$ cat src/rtl/buf_rd_arbiter.sv
// Two-requester read arbiter in front of one single-port buffer. Each return is
// routed back to the requester that issued it through an in-flight tag pipeline.
module buf_rd_arbiter #(
  parameter int unsigned DATA_WIDTH   = 16,
  parameter int unsigned ADDR_WIDTH   = 10,
  parameter int unsigned READ_LATENCY = 1,
  parameter int unsigned STARVE_LIMIT = 15
) (
  input  logic                  clk,
  input  logic                  rst_n,
  input  logic                  clear,
  input  logic                  prio_mode,
  input  logic                  req0_rd_en,
  input  logic [ADDR_WIDTH-1:0] req0_rd_addr,
  output logic [DATA_WIDTH-1:0] req0_rd_data,
  output logic                  req0_rd_valid,
  input  logic                  req1_rd_en,
  input  logic [ADDR_WIDTH-1:0] req1_rd_addr,
  output logic [DATA_WIDTH-1:0] req1_rd_data,
  output logic                  req1_rd_valid,
  output logic                  mem_rd_en,
  output logic [ADDR_WIDTH-1:0] mem_rd_addr,
  input  logic [DATA_WIDTH-1:0] mem_rd_data,
  input  logic                  mem_rd_valid,
  output logic                  grant_owner,
  output logic                  orphan_err
);

  localparam int unsigned WAIT_WIDTH = 8;
  localparam logic [WAIT_WIDTH-1:0] WAIT_MAX   = {WAIT_WIDTH{1'b1}};
  localparam logic [WAIT_WIDTH-1:0] STARVE_THR = WAIT_WIDTH'(STARVE_LIMIT);

  // One in-flight read: live = a read was issued, discard = flushed by clear.
  typedef struct packed {
    logic live;
    logic discard;
    logic owner;
  } tag_t;

  logic [WAIT_WIDTH-1:0] wait1;
  logic                  last_grant;
  logic                  prio_mode_q;
  tag_t                  tag_q [READ_LATENCY];
  tag_t                  tag_d [READ_LATENCY];

  logic                  gnt_c;
  logic                  owner_c;
  logic [ADDR_WIDTH-1:0] addr_c;
  logic                  mode_chg_c;
  tag_t                  out_tag_c;
  logic                  deliver_c;
  logic                  err_c;

  assign mode_chg_c = prio_mode ^ prio_mode_q;

  // Grant decision: round-robin or fixed priority with a starvation override.
  always_comb begin
    gnt_c   = 1'b0;
    owner_c = 1'b0;
    if (!clear) begin
      if (req0_rd_en && req1_rd_en) begin
        gnt_c = 1'b1;
        if (prio_mode) begin
          owner_c = (wait1 >= STARVE_THR);
        end else begin
          owner_c = ~last_grant;
        end
      end else if (req0_rd_en) begin
        gnt_c   = 1'b1;
        owner_c = 1'b0;
      end else if (req1_rd_en) begin
        gnt_c   = 1'b1;
        owner_c = 1'b1;
      end
    end
    addr_c = owner_c ? req1_rd_addr : req0_rd_addr;
  end

  // Next tag pipeline contents; clear marks every live entry for silent discard.
  always_comb begin
    tag_d[0].live    = mem_rd_en;
    tag_d[0].discard = mem_rd_en & clear;
    tag_d[0].owner   = grant_owner;
    for (int i = 1; i < READ_LATENCY; i++) begin
      tag_d[i]         = tag_q[i-1];
      tag_d[i].discard = tag_q[i-1].discard | (clear & tag_q[i-1].live);
    end
  end

  // Output stage: deliver matching returns, flag mismatches.
  always_comb begin
    out_tag_c = tag_q[READ_LATENCY-1];
    deliver_c = !clear && out_tag_c.live && !out_tag_c.discard && mem_rd_valid;
    err_c     = !clear && ((out_tag_c.live && !out_tag_c.discard && !mem_rd_valid) ||
                           (!out_tag_c.live && mem_rd_valid));
  end

  // Tag pipeline registers.
  always_ff @(posedge clk or negedge rst_n) begin
    if (!rst_n) begin
      for (int i = 0; i < READ_LATENCY; i++) begin
        tag_q[i] <= '0;
      end
    end else begin
      for (int i = 0; i < READ_LATENCY; i++) begin
        tag_q[i] <= tag_d[i];
      end
    end
  end

  // Arbitration state: starvation counter, round-robin pointer, mode history.
  always_ff @(posedge clk or negedge rst_n) begin
    if (!rst_n) begin
      wait1       <= '0;
      last_grant  <= 1'b1;
      prio_mode_q <= 1'b0;
    end else begin
      prio_mode_q <= prio_mode;
      if (clear || mode_chg_c || !req1_rd_en || (gnt_c && owner_c)) begin
        wait1 <= '0;
      end else if (prio_mode && (wait1 != WAIT_MAX)) begin
        wait1 <= wait1 + WAIT_WIDTH'(1);
      end
      if (clear) begin
        last_grant <= 1'b1;
      end else if (gnt_c) begin
        last_grant <= owner_c;
      end
    end
  end

  // Registered buffer read strobe, address and owner.
  always_ff @(posedge clk or negedge rst_n) begin
    if (!rst_n) begin
      mem_rd_en   <= 1'b0;
      mem_rd_addr <= '0;
      grant_owner <= 1'b0;
    end else begin
      mem_rd_en <= gnt_c;
      if (gnt_c) begin
        mem_rd_addr <= addr_c;
        grant_owner <= owner_c;
      end
    end
  end

  // Registered return path and sticky protocol error.
  always_ff @(posedge clk or negedge rst_n) begin
    if (!rst_n) begin
      req0_rd_valid <= 1'b0;
      req1_rd_valid <= 1'b0;
      req0_rd_data  <= '0;
      req1_rd_data  <= '0;
      orphan_err    <= 1'b0;
    end else begin
      req0_rd_valid <= deliver_c & ~out_tag_c.owner;
      req1_rd_valid <= deliver_c & out_tag_c.owner;
      if (deliver_c && !out_tag_c.owner) begin
        req0_rd_data <= mem_rd_data;
      end
      if (deliver_c && out_tag_c.owner) begin
        req1_rd_data <= mem_rd_data;
      end
      if (clear) begin
        orphan_err <= 1'b0;
      end else if (err_c) begin
        orphan_err <= 1'b1;
      end
    end
  end

endmodule
$ cat config.mk
export PLATFORM = sky130hd
export DESIGN_NAME = buf_rd_arbiter
export DESIGN_NICKNAME = d
export VERILOG_FILES = /design/src/rtl/buf_rd_arbiter.sv
export SDC_FILE = /design/constraint.sdc
export NUM_CORES = 1
export LEC_CHECK = 0
export CORE_UTILIZATION = 35
export DETAILED_ROUTE_END_ITERATION = 6
export HOLD_SLACK_MARGIN = 0.1
export PLACE_DENSITY = 0.79
export SETUP_SLACK_MARGIN = 0.02
export SLEW_MARGIN = 40
export SYNTH_ARGS = -nofsm -noshare
export SYNTH_HDL_FRONTEND = slang
export SYNTH_SLANG_ARGS = --single-unit
$ cat constraint.sdc
create_clock -name clk -period 1.8 [get_ports clk]
set_input_delay 0.27 -clock clk [delete_from_list [all_inputs] [get_ports clk]]
set_output_delay 0.27 -clock clk [all_outputs]
set_load 0.005 [all_outputs]
# Yosys cells after proc, flatten, opt, wreduce, memory -nomap -nowiden

Index checks and enable logic that the tools add are counted.

Bits in latches: 0
Output and inout port bits: 47
Memory bits (writable): 0
Input bits: 43
Bits in read-only memories: 0
Bits in registers: 60
Memories kept: 0
Logic and storage cells: 63

Shift-type cells: 0
Reduce and logical (&&, ||, !) cells: 25
Equality and inequality tests: 1
Divide/modulo/power cells: 0
Add/subtract/negate cells: 1
Multipliers: 0
Bitwise operators: 6
Multiplexer cells: 15
$lt $le $gt $ge: 1

Operators with widths:

| kind                                                              | count |
|---|---|
| two-way mux 8 bit                                                 | 2 |
| logical AND 1 bit                                                 | 12 |
| two-way mux 1 bit                                                 | 12 |
| two-way mux 10 bit                                                | 1 |
| adder 8 x 1 -> 8 bit, second input constant                       | 1 |
| greater-or-equal comparator 8 x 4 -> 1 bit, second input constant | 1 |
| != test 8 bit, second input constant                              | 1 |
| logical NOT 1 bit                                                 | 6 |
| nonzero test 2 bit                                                | 3 |
| logical OR 1 bit                                                  | 4 |
| bitwise AND 1 bit                                                 | 3 |
| NOT 1 bit                                                         | 2 |
| XOR 1 bit                                                         | 1 |

# Longest topological paths before layout

Gate-level depths: netlist (run 1).

Depth after elaboration: 7
Mapped depth: 6
Mapped depth without buffers: 5

# Worst setup path before layout (run 1)

OpenSTA, ideal clock, no wires.

Kind: reg2reg
Start: register wait1[0]
End: register mem_rd_addr[1]
Buffers on the path: 1
Clock period less this slack: 1,812 ps
Library setup time: 123 ps
Setup slack: -12 ps
Data arrival time: 1,689 ps
Required time: 1,677 ps
Stages on the path, launching flop included: 7
Cells stage by stage: dfrtp_1 > ha_1 > and3_1 > nor3_4 > or3_2 > buf_6 > o221a_2

Cells in the longest elaborated chain, start to end: 5

RTL lines:

| item                                       | RTL line | text |
|---|---|---|
| start: declaration                         | 40       | `logic [WAIT_WIDTH-1:0] wait1;` |
| start signal: assignment                   | 122      | `wait1 <= wait1 + WAIT_WIDTH'(1);` |
| greater-or-equal comparator 8 x 4 -> 1 bit | 64       | `owner_c = (wait1 >= STARVE_THR);` |
| two-way mux 1 bit                          | 63       | `if (prio_mode) begin` |
| two-way mux 1 bit                          | 61       | `if (req0_rd_en && req1_rd_en) begin` |
| two-way mux 1 bit                          | 60       | `if (!clear) begin` |
| two-way mux 10 bit                         | 76       | `addr_c = owner_c ? req1_rd_addr : req0_rd_addr;` |
| end signal: assignment                     | 141      | `mem_rd_addr <= addr_c;` |
| end: declaration                           | 22       | `output logic [ADDR_WIDTH-1:0] mem_rd_addr,` |

No other way between the ends.
A chain may end at the register's enable or synchronous reset.

# Worst setup path in the final report (run 1)

Start: register wait1[4]
End: register mem_rd_addr[9]

The elaborated chain is that of the path after synthesis.

==> results of run 1 <==
-- cells by family after synthesis --
kind of cell             count (synthesis)  synth area share (%)
flip-flops                              60                  57.9
AND/OR/NAND/NOR                         53                  11.7
AO/OA/AOI/OAI                           43                  12.8
multiplexers                            33                  14.3
buffers and inverters                   10                  1.83
XOR/XNOR                                 3                  1.01
adder cells (fa/ha/maj)                  1                 0.482
-- flip-flops by register name, indices dropped and copies added, names as in the netlist --
name,flops
prio_mode_q,1
grant_owner,1
req0_rd_valid,1
req1_rd_data,16
mem_rd_en,1
out_tag_c,3
orphan_err,1
req1_rd_valid,1
req0_rd_data,16
last_grant,1
wait1,8
mem_rd_addr,10
-- area by class of cell --
class                      instances  area [um^2]  share of cell area (%)
clock buffer                      11          131                    3.32
clock inverter                     5         28.8                   0.728
inverter                           2         7.51                   0.190
multi-input combinational        133         1080                    27.3
sequential                        60         1500                    38.0
tap                               99          124                    3.13
timing repair buffer             111         1080                    27.3
-- final timing paths --
path,from,endpoint,cells past startpoint
worst max-delay path,wait1[4],mem_rd_addr[9],4
worst min-delay path,prio_mode,prio_mode_q,1
worst max register to register,wait1[4],mem_rd_addr[9],4
worst min register to register,mem_rd_en,out_tag_c[2],0
max in group asynchronous,rst_n,last_grant,3
min in group asynchronous,rst_n,req1_rd_valid,3
-- layout by cell type (no fill, tap or decap), drive strengths merged --
cell type	count
o2111ai	1
nor4	1
nand3	3
o22ai	10
inv	2
dlygate4sd2	1
or2	1
mux2	32
clkbuf	11
nor4bb	1
nand2	5
nor2b	13
or3	1
ha	1
nor3	4
buf	22
nor3b	1
o211ai	1
and2	1
and3	2
o21a	1
nor2	14
xor2	3
o21ai	4
dfrtp	59
mux2i	1
clkdlybuf4s50	87
a211oi	1
nand4	1
and2b	1
or4b	1
clkinv	5
o221a	10
nand2b	2
dlygate4sd3	1
a21oi	13
o21ba	1
dfstp	1
a41oi	1
and4	1
-- metrics by stage --
| stage | area, um^2 | cells |
|---|---|---|
| after floorplan | 2600 | 203 |
| after global placement | 3750 | 403 |
| after detailed placement | 3750 | 403 |
| after CTS | 3930 | 420 |
| after global routing | 3950 | 421 |
| final | 3950 | 421 |
-- power groups by stage --
stage / registers, mW / logic [mW] / clock network, mW
floorplan: 1.82 / 0.343 / 0
global placement: 1.80 / 1.11 / 0
detailed placement: 1.82 / 1.14 / 0
CTS: 1.80 / 1.14 / 1.03
global route: 1.83 / 1.22 / 1.09
finish: 1.79 / 1.13 / 1.00
-- worst max-delay path: cells and delay by family (launching register included) --
kind               cells  cell delay, ns
and+or+nand+nor        2            0.73
AOI/OAI and AO/OA      2            0.51
DFF                    1            0.40
-- layer usage --
| layer | vias up | global-route usage, % |
|---|---|---|
| li1 | 972 | - |
| met4 | 0 | 7.04 |
| met1 | 1081 | 20.0 |
| met5 | - | 0 |
| met2 | 80 | 31.9 |
| met3 | 9 | 2.83 |
-- timing repair --
item | in CTS | in global routing
hold endpoints to repair | 59 | 0
gates resized for setup | 4 | 2
buffers inserted | 0 | 1
hold buffers | 1 | 0
pin swaps | 3 | 3
endpoints found under the setup margin | 13 | 19
==> flow_metrics.tcl, run 1 <==
set metrics [dict create \
    status "complete, no violations" \
    peakVddDrop_mv 0.409 \
    ys_warn_count 0 \
    final_core_util_pct 54.8 \
    start_util_pct 36.0 \
    skew_ns 0.0106 \
    hold_viol 0 \
    crit_type "reg2reg" \
    grt_usage_pct 17.4 \
    synth_most_common_cell "dfrtp_1" \
    fill_cells 632 \
    max-slew-margin-rel_pct 67.4 \
    startpoint_type "register" \
    via_per_inst 5.09 \
    coreArea_um2 7210 \
    required_ns 2.02 \
    topRoutingLayerUsed "met4" \
    ant_nets 0 \
    wl_met2_um 3380 \
    seqPwrFrac_pct 45.7 \
    rsz0062_at_grt "yes" \
    cp_slowest_stage_delay_ns 0.55 \
    nets 361 \
    synthArstFlopShare_pct 100 \
    reg2reg_setup_slack_ns 0.05 \
    syn_area_um2 2600 \
    min_period_ns 1.75 \
    htreeDepth 3 \
    path_clk_slew_ns 0.07 \
    cts.sinks 60 \
    drive_above_1_share_pct 28.9 \
    ioPinCount 90 \
    cp_slowest_cell "or4b_4" \
    synth_commonest_cells "dfrtp_1, mux2_2, nor2_1" \
    grt_pass1_wl_um 10200 \
    ys_types 39 \
    antenna_found_initial 0 \
    yosys.area.top_type_share_pct 56.9 \
    dieWidth_um 88.1 \
    synthTopCellsByArea "dfrtp_1, mux2_2, o221a_2" \
    port_buffers 89 \
    fin_worst_hold_slack_ns 0.277 \
    cp.arrival_ns 1.97 \
    clkLatencyLatePin_ns 0.33 \
    synth_nets 247 \
    synth_top_cell_by_area "dfrtp_1" \
    p_leak_nw 1.64 \
    die_h_um 88.1 \
    drtIter0Drc 57 \
    diodes 0 \
    synth_cells 203 \
    grt_pass1_vias 2214 \
    overflow 0 \
    end_kind "register" \
    ys_seq_area_share_pct 57.9 \
    dr_wl_met3_um 295 \
    remaining_drc_errors 0 \
    slew_viol_final 0 \
    clock.fmax_mhz 572 \
    place.gp.congestion 0.798 \
    synth_area_per_cell_um2 12.8 \
    tritoncts "done" \
    p_switching_mw 0.998 \
    synth_edf_count 0 \
    path_cells "or4b_4 > nor3_4 > o21ai_2 > o221a_2" \
    grt_max_degree 61 \
    critical_path.max_fanout 10 \
    row_count 31 \
    num_vias 2142 \
    cts_buffers 9 \
    max_slew.worst_pin.slew_ns 0.488 \
    clockRootBuffer "clkbuf_8" \
    ys.flop_type "dfrtp_1" \
    firstDrtPassIters 4 \
    worst_slack_ns 0.0512 \
    internal_power_mw 2.93 \
    areaGrowthSynthToFinish_pct 52.2 \
    power.total_mw 3.93 \
    max-cap-violations 0 \
    wl_per_cell_um 15.2 \
    min_path_type "in2reg" \
    post-route-period-util_pct 97.2 \
    dieArea_um2 7770 \
    swShare_pct 25.4 \
    finalSetupTns_ns 0 \
    combPwrFrac_pct 28.8 \
    powerDensity_nw_per_um2 993 \
    setup_viol 0 \
    place_ws_ns -0.411 \
    dp_hpwl_um 4480 \
    ys_ff_latch 60 \
    drt_wl_total_um 6410 \
    cts.path.max_buffers 2 \
    clkPwrFrac_pct 25.5 \
    wl_met1_um 2640 \
]
Power figures use the tool's default switching activity.
==> run 2, diff against run 1 <==
PLACE_DENSITY = unset   (was 0.79)
clock period = 2.1 ns   (was 1.8 ns; I/O delays follow)
==> flow_metrics.tcl, run 2 (synthesis gave the netlist of run 1 again) <==
set metrics [dict create \
    nets 356 \
    seqCellArea_um2 1500 \
    crit_type "reg2reg" \
    cp.arrival_ns 2.18 \
    multi_input_area_um2 1050 \
    setup_viol 0 \
    tritoncts "done" \
    grt-busiest-layer "met2" \
    clockRootBuffer "clkbuf_8" \
    diodes 0 \
    min_path_type "in2async" \
    max-cap-violations 0 \
    grt_util_met2_pct 26.1 \
    p_leak_nw 1.64 \
    cp_num_buf_inv 0 \
    ant_nets 0 \
    post-route-period-util_pct 93.2 \
    powerDensity_nw_per_um2 921 \
    num_vias 2049 \
    postCtsSetupBuffers 0 \
    peakVddDrop_mv 0.350 \
    drt_wl_total_um 5980 \
    grt_max_degree 27 \
    cp_slowest_stage_delay_ns 0.56 \
    slew_viol_final 0 \
    reg2reg_setup_slack_ns 0.14 \
    antenna_found_initial 0 \
    max-slew-margin-rel_pct 68.4 \
    power.total_mw 3.63 \
    grt_usage_pct 16.2 \
    areaGrowthSynthToFinish_pct 51.7 \
    critical_path.max_fanout 11 \
    remaining_drc_errors 0 \
    status "complete, no violations" \
    wl_per_cell_um 14.4 \
    dpl.cell_count 399 \
    fill_cells 644 \
    clkLatencyLatePin_ns 0.33 \
    min_period_ns 1.96 \
    skew_ns 0.00690 \
    gr-usage-met3_pct 4.71 \
    grt_pass1_wl_um 9420 \
    htreeDepth 3 \
    final_cell_mix "clkdlybuf4s50_1, dfrtp_1, mux2_2" \
    cts_buffers 9 \
    cts.path.max_buffers 2 \
    path_clk_slew_ns 0.07 \
    grt_pass1_vias 1996 \
    finalNonFillerCells 416 \
    path_cells "ha_1 > and3_1 > nor3_4 > or3_2 > o221a_2" \
    max_slew.worst_pin.slew_ns 0.474 \
    cts.sinks 60 \
    dieArea_um2 7770 \
    mostFrequentLayoutCell "clkdlybuf4s50_1" \
    gr-usage-met1_pct 20.9 \
    dp_hpwl_um 4290 \
    hold_viol 0 \
    place.gp.congestion 0.719 \
    clock.fmax_mhz 511 \
    start_util_pct 36.0 \
    top_regs "req0_rd_data x16, req1_rd_data x16, mem_rd_addr x10" \
    rsz0062_at_grt "no" \
    coreArea_um2 7210 \
    finalSetupTns_ns 0 \
    ioPinCount 90 \
    dieWidth_um 88.1 \
    via_per_inst 4.93 \
    row_count 31 \
    die_h_um 88.1 \
    cp_top_family "simple AND/OR/NAND/NOR gates" \
    cp_slowest_cell "or3_2" \
    port_buffers 89 \
    drtIter0Drc 52 \
    drive_above_1_share_pct 25.9 \
    end_kind "register" \
    required_ns 2.32 \
    firstDrtPassIters 4 \
    startpoint_type "register" \
    overflow 0 \
]
-- run 2: layout make-up --
cell class	instances	area share, %
repair buffers	106	26.4
well taps	99	3.15
multi-input cells	133	26.6
inverters	2	0.191
flip-flops and latches	60	38.2
clock buffers	11	3.59
clock inverters	5	1.91
-- run 2: power breakdown --
part	internal [mW]	switching (mW)	total, mW
logic	0.686	0.283	0.969
registers	1.40	0.125	1.52
clock network	0.695	0.439	1.13
total	2.78	0.847	3.63
-- run 2: timing repair --
| action | CTS | global route |
|---|---|---|
| gates resized for setup | 0 | 0 |
| hold buffers | 1 | 0 |
| endpoints found under the hold margin | 9 | 0 |
-- run 2: worst paths after layout --
path / depth (start not counted) / start / endpoint
setup / recovery: 5 / wait1[0] / mem_rd_addr[1]
hold / removal: 2 / rst_n / wait1[6]
setup reg to reg: 5 / wait1[0] / mem_rd_addr[1]
hold reg to reg: 0 / mem_rd_en / out_tag_c[2]
max in group asynchronous: 3 / rst_n / last_grant
min in group clk: 0 / mem_rd_en / out_tag_c[2]
-- run 2: through the flow --
stage          area (um^2)  utilization (%)  worst slack, ns  hold slack (ns)
6_report              3940             54.6            0.143            0.410
3_5_place_dp          3710             51.4           -0.101            0.232
3_3_place_gp          3710             51.4          -0.0591            0.225
4_1_cts               3940             54.6            0.135            0.411
2_1_floorplan         2600                -            0.288           0.0194
5_1_grt               3940             54.6           0.0585            0.417
-- run 2: per-layer routing --
layer	up-vias	wire, um
met1	997	2700
met2	71	2820
met3	5	399
met5	-	0
met4	0	49
li1	976	-
